$ cat src/rtl/camera_packer_pkg.sv
// camera_packer_pkg: shared widths, FSM state type and buffer payload for camera_word_packer.
package camera_packer_pkg;

  localparam int unsigned PIX_W        = 16;
  localparam int unsigned PIX_PER_WORD = 8;
  localparam int unsigned WORD_W       = PIX_W * PIX_PER_WORD;
  localparam int unsigned LANE_W       = $clog2(PIX_PER_WORD);
  localparam int unsigned SHIFT_W      = WORD_W - PIX_W;

  typedef enum logic [1:0] {
    ST_IDLE      = 2'd0,
    ST_PACK      = 2'd1,
    ST_HOLD_LAST = 2'd2
  } pack_state_t;

  // One output-buffer entry: packed word plus its end-of-frame marker.
  typedef struct packed {
    logic              last;
    logic [WORD_W-1:0] data;
  } axis_word_t;

endpackage

$ cat src/rtl/camera_word_packer_fifo.sv
// word_fifo2: 2-entry FIFO of {last, data}; slot0 is always the head, so the head is a register.
module word_fifo2
  import camera_packer_pkg::*;
(
  input  logic            clk_in,
  input  logic            rst_in,
  input  logic            push,
  input  logic [WORD_W:0] push_word,
  input  logic            pop,
  output logic [WORD_W:0] head,
  output logic            full,
  output logic            empty
);

  logic [1:0]      count_q;
  logic [1:0]      count_d;
  logic [WORD_W:0] slot0_q;
  logic [WORD_W:0] slot1_q;
  logic            pop_ok;
  logic            push_ok;

  assign pop_ok  = pop && !empty;
  assign push_ok = push && (!full || pop_ok);
  assign head    = slot0_q;

  // Occupancy after this cycle's push/pop.
  always_comb begin
    count_d = count_q;
    case ({push_ok, pop_ok})
      2'b10:   count_d = count_q + 2'd1;
      2'b01:   count_d = count_q - 2'd1;
      default: count_d = count_q;
    endcase
  end

  // Storage and registered full/empty flags.
  always_ff @(posedge clk_in) begin
    if (rst_in) begin
      count_q <= 2'd0;
      full    <= 1'b0;
      empty   <= 1'b1;
      slot0_q <= '0;
      slot1_q <= '0;
    end else begin
      count_q <= count_d;
      full    <= (count_d == 2'd2);
      empty   <= (count_d == 2'd0);
      case ({push_ok, pop_ok})
        2'b10: begin
          if (count_q == 2'd0) slot0_q <= push_word;
          else                 slot1_q <= push_word;
        end
        2'b01: slot0_q <= slot1_q;
        2'b11: begin
          if (count_q == 2'd1) begin
            slot0_q <= push_word;
          end else begin
            slot0_q <= slot1_q;
            slot1_q <= push_word;
          end
        end
        default: ;
      endcase
    end
  end

endmodule

$ cat src/rtl/camera_word_packer.sv
// camera_word_packer: packs 8 RGB565 pixels per 128-bit AXI-Stream word, TLAST on last word of frame.
// Optional build macro CAMERA_PACKER_CHECK_EN: checks every pixel's raster coordinates while packing
// and pulses resync_out on an ordering error; otherwise resync_out is constant 0.
module camera_word_packer
  import camera_packer_pkg::*;
#(
  parameter int unsigned H_PIXELS = 320,
  parameter int unsigned V_LINES  = 180
) (
  input  logic         clk_in,
  input  logic         rst_in,
  input  logic [15:0]  pixel_in,
  input  logic         pixel_valid_in,
  input  logic [10:0]  hcount_in,
  input  logic [9:0]   vcount_in,
  output logic [127:0] m_axis_data,
  output logic         m_axis_tlast,
  output logic         m_axis_valid,
  input  logic         m_axis_ready,
  output logic         overflow_out,
  output logic         resync_out,
  output logic         frame_done_out
);

  localparam int unsigned WORDS_PER_FRAME = H_PIXELS * V_LINES / PIX_PER_WORD;
  localparam int unsigned WCNT_W          = $clog2(WORDS_PER_FRAME + 1);

  pack_state_t         state_q;
  pack_state_t         state_d;
  logic [LANE_W-1:0]   lane_q;
  logic [WCNT_W-1:0]   word_cnt_q;
  logic [SHIFT_W-1:0]  shift_q;
  axis_word_t          pending_q;
  logic                overflow_q;
  logic                frame_done_q;
  logic                resync_q;

  logic                frame_start_c;
  logic                has_space_c;
  logic                lane_last_c;
  logic                frame_last_c;
  logic                mismatch_c;
  axis_word_t          formed_word_c;
  logic                start_c;
  logic                accept_c;
  logic                push_c;
  axis_word_t          push_word_c;
  logic                pend_load_c;
  logic                drop_c;
  logic                done_c;
  logic                resync_c;

  logic [WORD_W:0]     fifo_head;
  logic                fifo_full;
  logic                fifo_empty;

  assign frame_start_c = pixel_valid_in && (hcount_in == 11'd0) && (vcount_in == 10'd0);
  // A full buffer still has room when its head leaves in the same cycle.
  assign has_space_c   = !fifo_full || m_axis_ready;
  assign lane_last_c   = (lane_q == LANE_W'(PIX_PER_WORD - 1));
  assign frame_last_c  = (word_cnt_q == WCNT_W'(WORDS_PER_FRAME - 1));
  assign formed_word_c = '{last: frame_last_c, data: {pixel_in, shift_q}};

`ifdef CAMERA_PACKER_CHECK_EN
  logic [10:0] exp_h_q;
  logic [9:0]  exp_v_q;

  assign mismatch_c = (hcount_in != exp_h_q) || (vcount_in != exp_v_q);

  // Raster position the next in-frame pixel must carry.
  always_ff @(posedge clk_in) begin
    if (rst_in) begin
      exp_h_q <= 11'd0;
      exp_v_q <= 10'd0;
    end else if (start_c) begin
      exp_h_q <= 11'd1;
      exp_v_q <= 10'd0;
    end else if (accept_c) begin
      if (exp_h_q == 11'(H_PIXELS - 1)) begin
        exp_h_q <= 11'd0;
        exp_v_q <= exp_v_q + 10'd1;
      end else begin
        exp_h_q <= exp_h_q + 11'd1;
      end
    end
  end
`else
  assign mismatch_c = 1'b0;
`endif

  // FSM state register.
  always_ff @(posedge clk_in) begin
    if (rst_in) state_q <= ST_IDLE;
    else        state_q <= state_d;
  end

  // FSM next state.
  always_comb begin
    state_d = state_q;
    case (state_q)
      ST_IDLE: begin
        if (frame_start_c) state_d = ST_PACK;
      end
      ST_PACK: begin
        if (pixel_valid_in) begin
          if (mismatch_c) begin
            state_d = frame_start_c ? ST_PACK : ST_IDLE;
          end else if (frame_start_c) begin
            state_d = ST_PACK;
          end else if (lane_last_c && frame_last_c) begin
            state_d = has_space_c ? ST_IDLE : ST_HOLD_LAST;
          end
        end
      end
      ST_HOLD_LAST: begin
        if (has_space_c) state_d = ST_IDLE;
      end
      default: state_d = ST_IDLE;
    endcase
  end

  // FSM outputs: datapath strobes, buffer push and event flags.
  always_comb begin
    start_c     = 1'b0;
    accept_c    = 1'b0;
    push_c      = 1'b0;
    push_word_c = formed_word_c;
    pend_load_c = 1'b0;
    drop_c      = 1'b0;
    resync_c    = 1'b0;
    case (state_q)
      ST_IDLE: begin
        start_c = frame_start_c;
      end
      ST_PACK: begin
        if (pixel_valid_in) begin
          if (mismatch_c) begin
            resync_c = 1'b1;
            start_c  = frame_start_c;
          end else if (frame_start_c) begin
            start_c = 1'b1;
          end else begin
            accept_c = 1'b1;
            if (lane_last_c) begin
              if (has_space_c)       push_c      = 1'b1;
              else if (frame_last_c) pend_load_c = 1'b1;
              else                   drop_c      = 1'b1;
            end
          end
        end
      end
      ST_HOLD_LAST: begin
        if (has_space_c) begin
          push_c      = 1'b1;
          push_word_c = pending_q;
        end
      end
      default: ;
    endcase
    done_c = push_c && push_word_c.last;
  end

  // Lane shift register, counters, pending word and status flags.
  always_ff @(posedge clk_in) begin
    if (rst_in) begin
      lane_q       <= '0;
      word_cnt_q   <= '0;
      shift_q      <= '0;
      pending_q    <= '0;
      overflow_q   <= 1'b0;
      frame_done_q <= 1'b0;
      resync_q     <= 1'b0;
    end else begin
      if (start_c || accept_c) shift_q <= {pixel_in, shift_q[SHIFT_W-1:PIX_W]};
      if (start_c) begin
        lane_q     <= LANE_W'(1);
        word_cnt_q <= '0;
      end else if (accept_c) begin
        lane_q <= lane_q + LANE_W'(1);
        if (lane_last_c) word_cnt_q <= word_cnt_q + WCNT_W'(1);
      end
      if (pend_load_c) pending_q <= formed_word_c;
      if (drop_c)      overflow_q <= 1'b1;
      frame_done_q <= done_c;
      resync_q     <= resync_c;
    end
  end

  word_fifo2 u_fifo (
    .clk_in    (clk_in),
    .rst_in    (rst_in),
    .push      (push_c),
    .push_word (push_word_c),
    .pop       (m_axis_ready),
    .head      (fifo_head),
    .full      (fifo_full),
    .empty     (fifo_empty)
  );

  assign m_axis_valid   = !fifo_empty;
  assign m_axis_data    = fifo_head[WORD_W-1:0];
  assign m_axis_tlast   = fifo_head[WORD_W];
  assign overflow_out   = overflow_q;
  assign resync_out     = resync_q;
  assign frame_done_out = frame_done_q;

endmodule
$ cat config.mk
export PLATFORM = sky130hd
export DESIGN_NAME = camera_word_packer
export DESIGN_NICKNAME = d
export VERILOG_FILES = /design/src/rtl/camera_packer_pkg.sv /design/src/rtl/camera_word_packer_fifo.sv /design/src/rtl/camera_word_packer.sv
export SDC_FILE = /design/constraint.sdc
export NUM_CORES = 1
export LEC_CHECK = 0
export ABC_AREA = 0
export CAP_MARGIN = 30
export CORE_ASPECT_RATIO = 1.5
export CORE_MARGIN = 5
export CORE_UTILIZATION = 45
export DETAILED_ROUTE_END_ITERATION = 8
export GPL_ROUTABILITY_DRIVEN = 0
export PLACE_DENSITY = 0.7
export REMOVE_ABC_BUFFERS = 1
export SETUP_SLACK_MARGIN = 0.15
export SLEW_MARGIN = 20
export SYNTH_ARGS = -nofsm -noshare
export SYNTH_HDL_FRONTEND = slang
export SYNTH_SLANG_ARGS = --single-unit
$ cat constraint.sdc
create_clock -name clk_in -period 4.9 [get_ports clk_in]
set_clock_uncertainty 0.1 [all_clocks]
set_input_delay 0.49 -clock clk_in [delete_from_list [all_inputs] [get_ports clk_in]]
set_output_delay 0.49 -clock clk_in [all_outputs]
set_load 0.01 [all_outputs]
==> run metrics <==
post-layout minimum cycle time=3790 ps; R2R setup slack=1110 ps; drt via density=5.61; Max Cap Viol=0; WL final=roughly 53000 um; syn avg cell area=8.75 um2; DP Area=0.0229 mm2; die width=185 um; Post-synth EDFFs=0; Leak=8.42 nW; worst slack at placement=approximately 530 ps; die height=between 200 and 300 um; yosys warns=0; worst-margin pin slew=around 1000 ps; max-slew violation count=0; GRT Util Overall=between 20% and 30%; peak supply drop=0.274 mV; crit end category=flip-flop; total clock sinks=523; first-pass GRT wire length=~86000 um; startpoint of the worst register-to-register path=lane_q[0]; DRC=0; Syn Inst Count=2373; RR Endpoint=u_fifo.head[83]; post-CTS setup buffers=0; largest net degree at the start of global routing=155; H-tree level count=2; Hold WC Path Type=in -> reg; IO buf count=172; WHS Path Cells=2; dpl hpwl=30600 um; fin area=about 0.025 mm2; initial core utilization=45.4%; fmax=264 MHz; PD cells=339 mW/mm2; Final Non-Filler Cells=3053; Worst Setup Start Kind=flip-flop; Final WS setup=1110 ps; core area=about 0.046 mm2; Critical Path AT=around 4200 ps; hold wc startpoint=rst_in; Detail Route Antenna Nets=0; most used flip-flop cell after synthesis=dfxtp_1; hold_buf cts=0; fraction of layout cells with a size suffix above 1=10.4%; total die area=between 0.05 and 0.06 mm2; synth unique cells=48; Util after Layout=53.9%; worst rel slew slack=31.0%; wire per inst=17.4 um; CTS tree=yes; Via Count=17.1k; Post-synth ARST share=0%; Hold Path End=u_fifo.slot1_q[117]; Setup CP Type=reg -> reg; DRT iter0 DRCs=approximately 1.3k; Initial DRT Pass Iterations=8; worst-path fanout max=80; Antenna diodes=0; RSZ-0062 raised after global routing=false; Final Setup Violations=0; Layout Nets=2482; DP Cell Count=2965; Syn Std Cell Area=0.0208 mm2; Tcrit/Tclk final=77.3%; total gr overflow=0; reg2reg path depth=13; via count of the first global-routing pass=16.8k; TritonCTS Buffers=~50; num rows=96; worst endpoint required time=5270 ps; Final Hold Viols=0; initial antenna violation count=0; IO Pins=174; CTS resizes=0; clk slew on worst S/H paths=70 ps; CTS Root Cell=clkbuf_16; Synth-to-Final Area Change=18.7%; post-synthesis sequential area ratio=50.4%; clk_lat worst skew=560 ps; status=complete, no violations; clock tree buffer depth=3; synthesis-stage register bit count=roughly 520
[layout by cell type (no fill, tap or decap), types with 5 or more instances in the layout]
cell,Yosys,routed
buf_12,0,14
mux2_2,130,130
a21oi_1,250,248
nor2_1,280,279
bufinv_16,0,5
ha_1,13,13
dfxtp_1,523,523
clkdlybuf4s50_1,0,171
a221oi_1,130,130
buf_4,12,15
mux2i_1,130,130
clkbuf_16,0,49
nor4_1,6,6
nor3_1,136,136
nand2_1,497,495
clkbuf_1,176,6
nand3_1,8,8
clkinv_2,0,6
clkbuf_8,0,19
inv_1,11,11
[registers in the layout, indices dropped and copies added, names as in the netlist, named ones only]
register and cells:
state_q 2, u_fifo.empty 1, u_fifo.slot1_q 129, u_fifo.count_q 1, word_cnt_q 13, pending_q 129
shift_q 112, u_fifo.head 129, overflow_out 1, u_fifo.full 1, lane_q 3, frame_done_out 1
[logic make-up after synthesis]
family | after synthesis | synth area share, %
compound gates | 404 | 12.5
xor+xnor | 5 | 0.211
fa+ha+maj | 13 | 0.783
buf+inv | 210 | 4.03
flops | 523 | 50.4
mux | 261 | 13.4
other cells | 1 | 0.0181
simple gates | 956 | 18.7
[metrics by stage]
| step | TNS, ps | hold WS, ps | power [mW] |
|---|---|---|---|
| CTS | 0 | 351 | 8.44 |
| global placement | 0 | 335 | 4.47 |
| floorplan | -1492630 | 323 | 4.36 |
| global route | 0 | 367 | 8.64 |
| detailed placement | 0 | 342 | 4.47 |
| finish | 0 | 325 | 8.36 |
[worst max-delay path by stage]
stage / end / from / slack, ps / cells after the start
after detailed placement: u_fifo.head[91] / pixel_valid_in / 530 / 11
after global routing: u_fifo.head[77] / lane_q[0] / 810 / 13
after global placement: u_fifo.head[91] / pixel_valid_in / 750 / 11
after CTS: u_fifo.head[91] / pixel_valid_in / 1130 / 11
after floorplan: u_fifo.slot1_q[0] / hcount_in[4] / -6900 / 11
final: u_fifo.head[83] / lane_q[0] / 1110 / 13
[final cells by class]
class	count	area, um2
Fill cell	4074	21100
Sequential cell	523	10500
Multi-Input combinational cell	1640	9520
Timing Repair Buffer	203	2160
Clock buffer	74	1510
Tap cell	588	736
Clock inverter	14	208
Inverter	11	41.3
[power breakdown]
group | switching (mW) | internal [mW]
sequential | 0.00000101 | 4.25
clock | 1.60 | 2.39
combinational | 0.0833 | 0.0427
[worst max-delay path, cell delays in order, from the launching register on]
cell	delay (ps)
dfxtp_1	360
ha_1	170
ha_1	180
nand3_1	220
a21oi_1	430
o211ai_1	230
inv_1	160
ha_1	210
nor2b_1	190
nor2_1	90
nor2_4	480
buf_12	380
a221oi_1	160
nor3_1	230
[per-layer routing]
metal	track usage, %	wire [um]	vias up
met5	0	0	-
met4	7.25	1560	0
met3	2.52	2690	87
met2	35.2	26500	489
met1	25.7	22500	8278
li1	-	-	8268
[cell usage after synthesis, types with 4 or more instances]
library cell	instances	area [um2]
nor4_1	6	37.5
nor2_1	280	1050
a221oi_1	130	1140
nand2_1	497	1870
and2_1	4	25.0
nand3_1	8	40.0
inv_1	11	41.3
mux2i_1	130	1300
nand4_1	4	25.0
dfxtp_1	523	10500
a21oi_1	250	1250
ha_1	13	163
nor2b_1	4	25.0
mux2_2	130	1460
nor3_1	136	681
clkbuf_1	176	661
buf_1	8	30.0
buf_4	12	90.1
Note: power is estimated with default switching activity, not from simulation.
